--- config.mk ---
export PLATFORM = sky130hd
export DESIGN_NAME = i2c_target_rx
export DESIGN_NICKNAME = d
export VERILOG_FILES = /design/src/rtl/i2c_target_rx.sv
export SDC_FILE = /design/constraint.sdc
export NUM_CORES = 1
export LEC_CHECK = 0
export CELL_PAD_IN_SITES_DETAIL_PLACEMENT = 2
export CELL_PAD_IN_SITES_GLOBAL_PLACEMENT = 2
export CORE_ASPECT_RATIO = 1.4
export CORE_MARGIN = 1
export CORE_UTILIZATION = 24
export DETAILED_ROUTE_END_ITERATION = 10
export DONT_BUFFER_PORTS = 1
export MAX_ROUTING_LAYER = met4
export PLACE_DENSITY_LB_ADDON = 0.1
export SLEW_MARGIN = 20
export SYNTH_ARGS = -nofsm -noshare
export SYNTH_HDL_FRONTEND = slang
export SYNTH_SLANG_ARGS = --single-unit
--- constraint.sdc ---
create_clock -name clk -period 2.2 [get_ports clk]
set_clock_uncertainty 0.1 [all_clocks]
set_input_delay 0.44 -clock clk [delete_from_list [all_inputs] [get_ports clk]]
set_output_delay 0.44 -clock clk [all_outputs]
set_load 0.03 [all_outputs]
--- src/rtl/i2c_target_rx.sv ---
// rtl/i2c_target_rx.sv - write-only I2C target that decodes SSD1306-style control/data byte streams
module i2c_target_rx #(
  parameter logic [6:0] ADDR        = 7'h3C,
  parameter int         SYNC_STAGES = 2
) (
  input  logic       clk,
  input  logic       reset_n,
  input  logic       scl_in,
  input  logic       sda_in,
  output logic       sda_oe,
  output logic       byte_valid,
  output logic [7:0] byte_data,
  output logic       byte_dc,
  output logic       start_det,
  output logic       stop_det,
  output logic       busy
);

  // Receiver states; every encoding of the 3-bit field is used.
  localparam logic [2:0] ST_IDLE     = 3'd0;
  localparam logic [2:0] ST_ADDR     = 3'd1;
  localparam logic [2:0] ST_ADDR_ACK = 3'd2;
  localparam logic [2:0] ST_CTRL     = 3'd3;
  localparam logic [2:0] ST_CTRL_ACK = 3'd4;
  localparam logic [2:0] ST_DATA     = 3'd5;
  localparam logic [2:0] ST_DATA_ACK = 3'd6;
  localparam logic [2:0] ST_IGNORE   = 3'd7;

  // Synchronizer chains (idle bus is high, so they reset to 1).
  logic [SYNC_STAGES-1:0] scl_sync_q, scl_sync_d;
  logic [SYNC_STAGES-1:0] sda_sync_q, sda_sync_d;
  logic                   scl_dly_q, scl_dly_d;
  logic                   sda_dly_q, sda_dly_d;

  // Receiver state.
  logic [2:0] state_q, state_d;
  logic [2:0] bit_cnt_q, bit_cnt_d;
  logic [7:0] shift_q, shift_d;
  logic       ack_phase_q, ack_phase_d;
  logic       co_q, co_d;
  logic       dc_q, dc_d;

  // Registered outputs.
  logic       sda_oe_q, sda_oe_d;
  logic       byte_valid_q, byte_valid_d;
  logic [7:0] byte_data_q, byte_data_d;
  logic       byte_dc_q, byte_dc_d;
  logic       start_det_q, start_det_d;
  logic       stop_det_q, stop_det_d;
  logic       busy_q, busy_d;

  // Line events derived from the synchronized levels.
  logic       s_scl, s_sda;
  logic       scl_rise, scl_fall;
  logic       start_cond, stop_cond;
  logic [7:0] new_byte;
  logic       last_bit;

  // Shift the raw pins into the synchronizers and keep one-cycle delayed copies.
  always_comb begin
    scl_sync_d = {scl_sync_q[SYNC_STAGES-2:0], scl_in};
    sda_sync_d = {sda_sync_q[SYNC_STAGES-2:0], sda_in};
    scl_dly_d  = scl_sync_q[SYNC_STAGES-1];
    sda_dly_d  = sda_sync_q[SYNC_STAGES-1];
  end

  assign s_scl      = scl_sync_q[SYNC_STAGES-1];
  assign s_sda      = sda_sync_q[SYNC_STAGES-1];
  assign scl_rise   = s_scl & ~scl_dly_q;
  assign scl_fall   = ~s_scl & scl_dly_q;
  // SDA may only move while SCL is high for a bus condition; SCL must be high
  // in both the current and the delayed sample so data setup never qualifies.
  assign start_cond = s_scl & scl_dly_q & sda_dly_q & ~s_sda;
  assign stop_cond  = s_scl & scl_dly_q & ~sda_dly_q & s_sda;
  assign new_byte   = {shift_q[6:0], s_sda};
  assign last_bit   = (bit_cnt_q == 3'd7);

  // Transaction decoder: bus conditions first, then per-state bit/ACK handling.
  always_comb begin
    state_d      = state_q;
    bit_cnt_d    = bit_cnt_q;
    shift_d      = shift_q;
    ack_phase_d  = ack_phase_q;
    co_d         = co_q;
    dc_d         = dc_q;
    sda_oe_d     = sda_oe_q;
    byte_valid_d = 1'b0;
    byte_data_d  = byte_data_q;
    byte_dc_d    = byte_dc_q;
    start_det_d  = 1'b0;
    stop_det_d   = 1'b0;
    busy_d       = busy_q;

    if (start_cond) begin
      // START or repeated START: any partial byte is dropped.
      state_d     = ST_ADDR;
      bit_cnt_d   = 3'd0;
      shift_d     = 8'h00;
      ack_phase_d = 1'b0;
      sda_oe_d    = 1'b0;
      busy_d      = 1'b0;
      start_det_d = 1'b1;
    end else if (stop_cond) begin
      state_d     = ST_IDLE;
      bit_cnt_d   = 3'd0;
      ack_phase_d = 1'b0;
      sda_oe_d    = 1'b0;
      busy_d      = 1'b0;
      stop_det_d  = 1'b1;
    end else begin
      case (state_q)
        ST_ADDR, ST_CTRL, ST_DATA: begin
          if (scl_rise) begin
            shift_d   = new_byte;
            bit_cnt_d = bit_cnt_q + 3'd1;
            if (last_bit) begin
              case (state_q)
                ST_ADDR: begin
                  if ((new_byte[7:1] == ADDR) && !new_byte[0]) begin
                    state_d = ST_ADDR_ACK;
                    busy_d  = 1'b1;
                  end else begin
                    state_d = ST_IGNORE;
                  end
                end
                ST_CTRL: begin
                  // Control byte: Co selects whether another control byte
                  // follows each data byte; D/C# tags the data bytes.
                  co_d    = new_byte[7];
                  dc_d    = new_byte[6];
                  state_d = ST_CTRL_ACK;
                end
                default: begin
                  byte_data_d  = new_byte;
                  byte_dc_d    = dc_q;
                  byte_valid_d = 1'b1;
                  state_d      = ST_DATA_ACK;
                end
              endcase
            end
          end
        end

        ST_ADDR_ACK, ST_CTRL_ACK, ST_DATA_ACK: begin
          // First falling edge after bit 8 starts the ACK slot, the next one
          // (end of the ninth clock) ends it.
          if (scl_fall) begin
            if (!ack_phase_q) begin
              sda_oe_d    = 1'b1;
              ack_phase_d = 1'b1;
            end else begin
              sda_oe_d    = 1'b0;
              ack_phase_d = 1'b0;
              bit_cnt_d   = 3'd0;
              case (state_q)
                ST_ADDR_ACK: state_d = ST_CTRL;
                ST_CTRL_ACK: state_d = ST_DATA;
                default:     state_d = co_q ? ST_CTRL : ST_DATA;
              endcase
            end
          end
        end

        ST_IGNORE: begin
          sda_oe_d = 1'b0;
        end

        default: begin
        end
      endcase
    end
  end

  // Synchronizer and delayed-copy flops.
  always_ff @(posedge clk or negedge reset_n) begin
    if (!reset_n) begin
      scl_sync_q <= '1;
      sda_sync_q <= '1;
      scl_dly_q  <= 1'b1;
      sda_dly_q  <= 1'b1;
    end else begin
      scl_sync_q <= scl_sync_d;
      sda_sync_q <= sda_sync_d;
      scl_dly_q  <= scl_dly_d;
      sda_dly_q  <= sda_dly_d;
    end
  end

  // Decoder state and output flops.
  always_ff @(posedge clk or negedge reset_n) begin
    if (!reset_n) begin
      state_q      <= ST_IDLE;
      bit_cnt_q    <= 3'd0;
      shift_q      <= 8'h00;
      ack_phase_q  <= 1'b0;
      co_q         <= 1'b0;
      dc_q         <= 1'b0;
      sda_oe_q     <= 1'b0;
      byte_valid_q <= 1'b0;
      byte_data_q  <= 8'h00;
      byte_dc_q    <= 1'b0;
      start_det_q  <= 1'b0;
      stop_det_q   <= 1'b0;
      busy_q       <= 1'b0;
    end else begin
      state_q      <= state_d;
      bit_cnt_q    <= bit_cnt_d;
      shift_q      <= shift_d;
      ack_phase_q  <= ack_phase_d;
      co_q         <= co_d;
      dc_q         <= dc_d;
      sda_oe_q     <= sda_oe_d;
      byte_valid_q <= byte_valid_d;
      byte_data_q  <= byte_data_d;
      byte_dc_q    <= byte_dc_d;
      start_det_q  <= start_det_d;
      stop_det_q   <= stop_det_d;
      busy_q       <= busy_d;
    end
  end

  assign sda_oe     = sda_oe_q;
  assign byte_valid = byte_valid_q;
  assign byte_data  = byte_data_q;
  assign byte_dc    = byte_dc_q;
  assign start_det  = start_det_q;
  assign stop_det   = stop_det_q;
  assign busy       = busy_q;

endmodule

==> impl.org, run 1 <==
** Yosys
- In this run the cell area of the synthesized design comes to 1610 sq um.
- Cells taking the most area after synthesis :: dfrtp_1, mux2_4, dfstp_2
- Of the total synthesized cell area, the portion taken by XOR and XNOR cells is 0.543%.
- Post-synthesis average cell area :: 12.9 sq um
- Combinational family with the most area after synthesis :: simple AND/OR/NAND/NOR gates
- Yosys warning total :: 0
- Share of synthesized area occupied by flip-flops and latches :: 56.3%
- Fraction of post-synthesis cell area in the top cell type by area :: 46.5%
- Of the total synthesized cell area, the portion taken by AND, OR, NAND and NOR gates is 15.0%.
- After synthesis, the share of cell area in mux cells is 12.2%.
- The biggest area contributor in the post-synthesis netlist is dfrtp_1.
- Counting every net in the synthesized netlist gives 131.
- Synthesized-area fraction occupied by ao, oa, aoi and oai cells :: 12.0%
- Synthesis inferred 36 register bits.
- The synthesized netlist devotes 1.55% of its cell area to adder and majority cells.
- Counting distinct cell types in the post-synthesis netlist gives 41.
- Synthesized instance count :: 125

** Setup path
- Timing endpoint of the critical path :: byte_dc
- R2R Path Start :: bit_cnt_q[0]
- Required time at the worst-slack endpoint :: 2.28 ns
- Data arrival time of the worst path :: 2.02 ns
- The critical path is of the reg -> reg type.
- Worst reg2reg path depth :: 5
- Worst reg2reg setup slack :: 0.26 ns
- STA classifies the critical path startpoint as a register.
- The endpoint identified for the worst register-to-register timing path is byte_dc.
- Highest fanout seen on the critical path :: 10
- Worst setup path startpoint :: bit_cnt_q[0]
- STA classifies the critical path endpoint as a register.

** Drt
- Routed via count :: 1,002
- Detail-routed via count per cell :: 4.82
- Residual DRC :: 2
- Post-DR wirelength/cell :: 18.4 um
- Wires add up to 3830 um.
- The pre-antenna-repair detailed-routing pass consisted of 7 iterations.
- Once detail routing completed, the nets flagged for antenna violations numbered 0.
- 1st-iter DRT viols :: 48

** Power and ir drop
- Power spread over the standard cell area amounts to 972 nW/um^2.
- Peak supply drop :: 0.409 mV
- Static leakage :: 0.804 nW

** Clock network
- Buffer count from post-CTS setup fixing :: 0
- Clock-pin transition on the worst setup and hold timing paths :: 0.08 ns
- CTS H-tree lvls :: 2
- CTS Sinks :: 36
- Buffer levels on the longest clock path :: 2
- TritonCTS clock tree :: built
- Latest clock arrival within the worst-skew pair :: 0.29 ns
- Number of CTS-inserted buffers :: 5
- The cell sitting at the root of the clock tree is a clkbuf_8.

** STA
- Hold is met by 0.0401 ns.
- Unrepaired setup endpoints after global routing :: no
- Timing would allow up to 516 MHz.
- In this run the tightest slew margin relative to its limit is 72.7%.
- In the final timing run, aggregate negative setup slack is 0 ns.
- Final setup viols :: 0
- After layout, the worst path uses 88.1% of the clock period.
- The max-slew violation count is 0.
- Final Hold Viols :: 0
- Slew @ Worst Pin :: 0.409 ns
- After layout, the worst setup slack is 0.261 ns.
- The worst path in the final design needs a cycle of 1.94 ns, including I/O delays and setup.

** Global route
- Via count of the first global-routing pass :: 1,134
- Tot GR Track Use :: 12.8%
- The first global-routing pass estimated 6450 um of wire.
- Global routing finished with a remaining overflow of 0.
- The initial antenna violation count is 0.
- Maximum number of pins on one net before global-route repair :: 37

** Floorplanning
- During I/O placement, the number of pins put on the boundary was 18.
- Horizontal die dimension :: 71.3 um
- Starting density of the core :: 24.7%
- In this run the core area contains 35 standard-cell rows.
- Core area :: 6530 sq um
- Chip height :: 99.0 um
- Die area :: 7060 sq um

** Placed design
- Prior to clock tree synthesis, the placed netlist has a worst setup slack of 0.0455 ns.
- Summed over all nets, the half-perimeter wirelength after detailed placement is 2650 um.
- Final Wtd Congestion :: 0.728
- The count of buffers added on input and output ports is 0.

** Cells and area
- In the final layout, the share of cells above drive strength 1 is 28.4%.
- Layout-stage area growth over the synthesis result :: 13.8%
- The repair_antennas step left the layout with diodes totalling 0.
- Number of nets in the final layout :: 139

** Flow run
- MaxCap Viol Count :: 0

** Outcome
- Status :: complete, but fails checks
- The final reports fail on DRC.

** Hold path
- Worst min path class :: in -> reg
-- worst min-delay path by stage --
stage | from | endpoint | slack, ns | depth (start not counted)
CTS | scl_in | scl_sync_q[0] | 0.03 | 0
global placement | reset_n | stop_det | 0.05 | 0
floorplan | reset_n | ack_phase_q | 0.04 | 0
detailed placement | reset_n | stop_det | 0.05 | 0
global route | scl_in | scl_sync_q[0] | 0.02 | 0
finish | scl_in | scl_sync_q[0] | 0.04 | 0
-- per-stage QoR --
| step | utilization (%) | instance area (sq um) | std cells | power [W] |
|---|---|---|---|---|
| 2_1_floorplan | - | 1610 | 125 | 0.00110 |
| 3_3_place_gp | 26.0 | 1690 | 198 | 0.00118 |
| 3_5_place_dp | 26.0 | 1690 | 198 | 0.00119 |
| 4_1_cts | 28.1 | 1840 | 208 | 0.00182 |
| 5_1_grt | 28.1 | 1840 | 208 | 0.00190 |
| 6_report | 28.1 | 1840 | 208 | 0.00179 |
-- registers in the layout, summed over array words and instances, names as in the netlist, 2 cells and up --
signal      flops
bit_cnt_q       3
state_q         3
scl_sync_q      2
shift_q         7
byte_data       8
sda_sync_q      2
-- cells in the final DEF (no fill, tap or decap), types with 2 or more instances in the layout --
master and instances:
dfstp_2 6, clkbuf_8 5, inv_1 3, nor2b_1 2, dfrtp_1 30, o21ai_0 4, a31oi_1 2, mux2i_1 2
buf_4 2, nor2_1 2, nand4bb_1 2, nand2_1 18, mux2_4 11, ha_1 2, a22o_1 2, and2b_1 2
a21oi_1 8, nand3b_1 2, nand3_1 2
-- cell families (layout without fill, tap and decap cells) --
family / Yosys count / after routing
buffers and inverters: 6 / 15
muxes: 14 / 14
AOI/OAI and AO/OA: 25 / 25
adders and majority gates: 2 / 2
and+or+nand+nor: 41 / 41
xor gates and xnor gates: 1 / 1
DFF: 36 / 36
-- metal layers --
layer  vias to the layer above  track usage (%)  share of wire [%]
li1                        452                -                  -
met1                       532             14.4                 41
met2                        13             22.2                 54
met3                         5             2.45                2.5
met4                         0             4.62                1.8
met5                         -                -                  0
-- worst max-delay path: stages (launching register included) --
cell     delay [ns]
dfrtp_1        0.38
ha_1           0.16
ha_1           0.14
and3b_4        0.22
and4b_2        0.49
mux2_4         0.34
-- cell usage after synthesis --
| library cell | number |
|---|---|
| nand3_1 | 2 |
| o21ai_0 | 4 |
| o31ai_1 | 1 |
| nand2_1 | 18 |
| nor2b_1 | 2 |
| o211ai_1 | 1 |
| mux2i_1 | 2 |
| a21boi_2 | 1 |
| and2_2 | 1 |
| nor2_1 | 2 |
| nand3b_1 | 2 |
| o22a_1 | 1 |
| nand2b_1 | 1 |
| ha_1 | 2 |
| a31oi_1 | 2 |
| nor3_1 | 1 |
| and2b_1 | 2 |
| a22o_1 | 2 |
| mux2_4 | 11 |
| dfrtp_1 | 30 |
| buf_6 | 2 |
| or2_1 | 1 |
| dfstp_2 | 6 |
| nor2_2 | 1 |
| o21bai_4 | 1 |
| nor3b_2 | 1 |
| inv_1 | 3 |
| a21oi_1 | 8 |
| mux2_2 | 1 |
| o21bai_1 | 1 |
| a2bb2oi_4 | 1 |
| and4b_1 | 1 |
| or3b_1 | 1 |
| buf_2 | 1 |
| xor2_1 | 1 |
| and3b_4 | 1 |
| a2bb2oi_1 | 1 |
| a21o_1 | 1 |
| nor3b_1 | 1 |
| nand4bb_1 | 2 |
| nor3_2 | 1 |
-- area by class of cell --
class,instances,area (sq um)
tap,74,92.6
sequential,36,908
clock inverter,3,42.5
fill,683,4690
clock buffer,5,68.8
inverter,3,11.3
multi-input combinational,83,668
timing repair buffer,4,45.0
-- repair_timing --
| action | 4_1_cts | 5_1_grt |
|---|---|---|
| resized for setup | 0 | 1 |
| setup endpoints to repair | 0 | 9 |
| hold buffers | 2 | 0 |
| endpoints found under the hold margin | 36 | 0 |
-- power by group --
| part | internal [W] | switching, W |
|---|---|---|
| logic | 0.000148 | 0.000135 |
| clock network | 0.000336 | 0.000262 |
| registers | 0.000763 | 0.000141 |
| total | 0.00125 | 0.000538 |
(Power assumes the default switching activity.)
==> run 2, diff against run 1 <==
- SKIP_CTS_REPAIR_TIMING: default -> 1
- clock period: 2.2 -> 2.1 ns (I/O delays scaled with it)
==> impl.org, run 2 (synthesis results as in run 1) <==
** Outcome
- The run finished, with violations left.
- The checks that failed: DRC.

** Setup path
- Required time at the worst-slack endpoint :: 2.17 ns
- The number of cells on the worst reg-to-reg path is 5.
- STA classifies the critical path endpoint as a register.
- Highest fanout seen on the critical path :: 10
- Data on the critical path arrives at its endpoint at 1.99 ns.
- Type of the worst setup path :: reg -> reg
- Kind of start point of the critical path :: register

** Clock network
- Counting along the longest clock path gives a buffer depth of 2.
- Number of CTS-inserted buffers :: 5
- Clock latency on the worst-skew pair, taken at its later pin, is 0.28 ns.
- TritonCTS clock tree :: built
- The tree is rooted in a clkbuf_8.
- After clock tree synthesis, the clock-pin slew on the worst setup and hold paths is 0.07 ns.
- CTS Sinks :: 36
- CTS H-tree lvls :: 2

** Floorplanning
- Measured along the y axis, the die boundary spans 99.0 um.
- Number of placement rows :: 35
- Core area :: 6530 sq um
- Die area :: 7060 sq um
- For this configuration, the core starts out at a cell density of 24.7%.
- The die is 71.3 um wide.
- I/O pin count :: 18

** Cells and area
- The net count of the finished layout is 139.
- Number of flip-flops in the largest register :: 8
- Layout-stage area growth over the synthesis result :: 13.1%
- Fraction of layout cells with a size suffix above 1 :: 27.6%
- The library cell used most frequently in the layout, excluding fill and tap cells, is dfrtp_1.
- Counting the fill cells in the layout gives 698.
- Diode count :: 0
- Most used cells in the layout excluding fill and tap cells :: dfrtp_1, nand2_1, mux2_4
- For this run, the share of the core covered by cells in the final layout is 28.0%.
- Final instance count without filler cells :: 208

** Hold path
- The worst hold path passes through 0 cells.
- The tightest min-delay check is of the in -> reg type.

** Power and ir drop
- Power density of the placed cells :: 983 nW/um^2
- Overall power consumption after layout is estimated at 0.00180 W.
- Peak supply drop :: 0.259 mV
- In this run the static leakage power is 0.801 nW.

** Global route
- Gr ovfl total :: 0
- The number of global-route vias before repair is 1,160.
- Entering global routing, the biggest net connects 37 pins.
- Tot GR Track Use :: 12.6%
- First-pass GRT wire length :: 6410 um
- The initial antenna violation count came to 0.

** STA
- Worst slew slack as a fraction of its limit :: 74.3%
- The worst path in the final design needs a cycle of 1.92 ns, including I/O delays and setup.
- Setup violations remaining at the end of the flow were counted as 0.
- The hold violation count in the final report was 0.
- The max-slew violation count is 0.
- Derived from the worst setup path, the maximum achievable clock frequency is 520 MHz.
- Setup repair after global routing left no endpoint under its margin.
- Final period utilization :: 91.5%
- Slew @ Worst Pin :: 0.384 ns
- Final-layout setup total negative slack :: 0 ns
- Least setup slack across all paths after layout :: 0.178 ns

** Placed design
- Once detailed placement completed, the half-perimeter wirelength came to 2710 um.
- Inst Count DP :: 198
- Prior to clock tree synthesis, the placed netlist has a worst setup slack of -0.0517 ns.
- Routability-driven placement finished with a final weighted congestion of 0.711.
- # port buffers :: 0

** Drt
- Total iterations of the first detailed-routing run :: 7
- Summing over every cut layer, the via total after detailed routing is 1,004.
- Antenna violation net count after detailed routing :: 0
- After detailed routing, the number of remaining DRC violations is 2.
- 1st-iter DRT viols :: 45
- Dividing the detail-routed wire length by the instance count gives 18.7 um.
- After detailed routing, the number of vias per cell comes to 4.83.
- Wires add up to 3890 um.

** Flow run
- MaxCap Viol Count :: 0
run 2: critical path, stage by stage (launching register included):
cell	delay, ns
dfrtp_1	0.37
ha_1	0.16
ha_1	0.13
and3b_4	0.22
and4b_2	0.49
mux2_4	0.34
run 2: where the power goes:
group | leakage [nW] | internal, W | switching, W
clock network | 0.0515 | 0.000300 | 0.000248
logic | 0.280 | 0.000155 | 0.000143
registers | 0.470 | 0.000800 | 0.000149
run 2: worst paths after layout:
check,start,end,slack (ns)
hold / removal,sda_in,sda_sync_q[0],0.03
min in group asynchronous,reset_n,stop_det,0.51
hold reg to reg,sda_sync_q[0],sda_sync_q[1],0.26
setup / recovery,bit_cnt_q[0],byte_dc,0.18
setup reg to reg,bit_cnt_q[0],byte_dc,0.18
max in group asynchronous,reset_n,scl_dly_q,1.13
run 2: per-layer routing:
layer	part of all wire [%]	track usage, %	vias up
met5	0	-	-
met4	1.7	4.77	0
met3	3.3	2.76	5
met2	54	22.0	18
met1	41	13.8	526
li1	-	-	455
run 2: cell type report:
class	instances	area (sq um)	area share, %
Tap cell	74	92.6	5.07
Clock buffer	8	100	5.48
Inverter	3	11.3	0.617
Multi-Input combinational cell	83	668	36.6
Sequential cell	36	908	49.8
Timing Repair Buffer	4	45.0	2.47
run 2: per-stage QoR:
stage / instance area [sq um] / hold slack [ns]
floorplan: 1610 / 0.0244
global placement: 1690 / 0.0256
detailed placement: 1690 / 0.0257
CTS: 1790 / -0.292
global route: 1830 / 0.00907
finish: 1830 / 0.0274
==> run 3, diff against run 2 <==
- CORE_ASPECT_RATIO: 1.4 -> 1.25
- CORE_UTILIZATION: 24 -> 42
- PLACE_DENSITY: default -> 0.75
- PLACE_DENSITY_LB_ADDON: 0.1 -> default
==> impl.org, run 3 (synthesis results as in run 1) <==
** Global route
- Via count of the first global-routing pass :: 1,162
- Entering global routing, the biggest net connects 37 pins.
- The first global-routing pass estimated 5800 um of wire.
- Tot GR Track Use :: 20.0%
- The initial antenna violation count was 0.
- Gr ovfl total :: 0

** Clock network
- CTS H-tree lvls :: 2
- CTS Sinks :: 36
- Buffer levels on the longest clock path :: 2
- Number of CTS-inserted buffers :: 5
- The tree is rooted in a clkbuf_8.
- Clock latency on the worst-skew pair, taken at its later pin, is 0.29 ns.
- TritonCTS clock tree :: built
- Clock-pin transition on the worst setup and hold timing paths :: 0.06 ns

** Cells and area
- Diode count :: 0
- Layout-stage area growth over the synthesis result :: 9.77%
- The library cell used most frequently in the layout, excluding fill and tap cells, is dfrtp_1.
- The multi-input combinational cells in the finished layout cover a total of 668 sq um.
- Filler instances :: 350
- Number of flip-flops in the largest register :: 8
- In the layout the commonest cells are dfrtp_1, nand2_1, mux2_4.
- Number of nets in the final layout :: 139
- Fraction of layout cells with a size suffix above 1 :: 26.9%
- Summing all flip-flop and latch instances after layout gives 908 sq um.

** Placed design
- At the placement stage, the worst setup path has a slack of 0.0102 ns.
- Once detailed placement completed, the half-perimeter wirelength came to 2380 um.
- The congestion estimate from routability-driven global placement came to 0.734.
- In this run the tool buffered the top-level ports with 0 buffer cells.

** Power and ir drop
- Switching Fraction :: 29.8%
- Internal power component :: 0.00122 W
- For this design the total switching power over the nets is 0.000520 W.
- Fraction of power consumed by the clock network :: 28.7%
- Power comes to 0.00174 W.
- Proportion of power drawn by combinational gates :: 17.1%
- In this run the power density over the cells is 984 nW/um^2.
- Peak supply drop :: 0.582 mV
- Static leakage :: 0.795 nW
- Sequential group share of total power :: 54.3%

** Drt
- Before antenna repair, the detailed router went through 3 iterations.
- Post-DR wirelength/cell :: 19.3 um
- Routed via count :: 988
- In this run, the number of DRC markers left after iteration 0 of detailed routing was 22.
- After detailed routing, the number of remaining DRC violations is 0.
- The final layout contains routed wiring with a total length of 3330 um.
- Detail-routed via count per cell :: 5.71
- Antenna violation net count after detailed routing :: 0

** Hold path
- The path class of the tightest hold or removal check is in -> reg.

** Outcome
- Status :: finished clean

** STA
- The hold violation count in the final report is 0.
- Setup repair after global routing left no endpoint under its margin.
- Least setup slack across all paths after layout :: 0.202 ns
- Total count of max-transition violations in the final report :: 0
- Of the available clock period, the critical path in the final layout requires 90.4%.
- Final setup viols :: 0
- Final critical delay including setup and external delays :: 1.90 ns
- Top achievable clock speed :: 527 MHz
- In this run the tightest slew margin relative to its limit is 76.5%.
- Final-layout setup total negative slack :: 0 ns
- At the pin with the least slew margin, the transition time is 0.352 ns.

** Floorplanning
- Chip height :: 71.3 um
- Once the floorplan was initialized, standard cells occupied 45.2% of the core.
- Horizontal die dimension :: 57.4 um
- Row generation in the floorplan step produced 24 rows.
- During I/O placement, the number of pins put on the boundary was 18.
- The core region is 3570 sq um.
- Die area :: 4100 sq um

** Setup path
- Type of the worst setup path :: reg -> reg
- The worst setup path is launched from a register.
- Sort of element at the end of the critical path :: register
- In this design, the critical path's most frequently occurring cell is ha_1.
- For the worst setup path, the data arrival time is 1.96 ns.
- Traced cell by cell, the critical path runs through ha_1, ha_1, and3b_4, and4b_2, mux2_4.
- Crit path max-delay family :: simple AND/OR/NAND/NOR gates
- The slowest stage of the critical path is the and4b_2 cell.
- Of all nets on the critical path, the largest fanout is 10.
- Buffers and inverters on the worst path :: 0
- Required time at the worst-slack endpoint :: 2.17 ns
- For this run, the slowest stage of the critical path takes 0.45 ns.

** Flow run
- MaxCap Viol Count :: 0
==> run 3: cell count changes in the layout (fill, tap and decap cells not counted) <==
cell / change
clkbuf_1: +1
clkbuf_8: -1
==> run 3: path summary, 6_finish.rpt <==
path	from	slack, ns	cells past startpoint	end
min in group asynchronous	reset_n	0.47	2	sda_oe
min reg2reg	scl_sync_q[0]	0.26	0	scl_sync_q[1]
max in group asynchronous	reset_n	1.16	2	scl_sync_q[1]
max reg2reg	bit_cnt_q[0]	0.20	5	byte_data[0]
min	scl_in	0.03	0	scl_sync_q[0]
max	bit_cnt_q[0]	0.20	5	byte_data[0]
==> run 3: through the flow <==
step | std cells | utilization [%] | hold WS, ns | area, sq um
6_report | 173 | 49.6 | 0.0314 | 1770
5_1_grt | 173 | 49.6 | 0.0118 | 1770
3_3_place_gp | 163 | 46.2 | 0.0254 | 1650
3_5_place_dp | 163 | 46.2 | 0.0255 | 1650
4_1_cts | 171 | 48.7 | -0.289 | 1740
2_1_floorplan | 125 | - | 0.0244 | 1610
==> run 3: layer usage <==
layer,part of all wire [%],vias to the layer above,GRT usage (%)
met1,43,505,23.6
met4,1.6,0,7.86
met5,0,-,-
met3,4.3,6,6.50
met2,51,21,31.5
li1,-,456,-
==> run 3: power by group through the flow <==
stage | registers [W] | logic, W | clock network [W]
final | 0.000946 | 0.000298 | 0.000500
after global routing | 0.000968 | 0.000341 | 0.000540
after CTS | 0.000950 | 0.000287 | 0.000516
after detailed placement | 0.000962 | 0.000284 | 0
after global placement | 0.000952 | 0.000263 | 0
after floorplan | 0.000913 | 0.000244 | 0
==> run 3: area by class of cell <==
type	instances	area share (%)
flip-flops and latches	36	51.3
repair buffers	4	2.54
multi-input cells	83	37.7
inverters	3	0.636
clock buffers	8	5.08
well taps	39	2.75
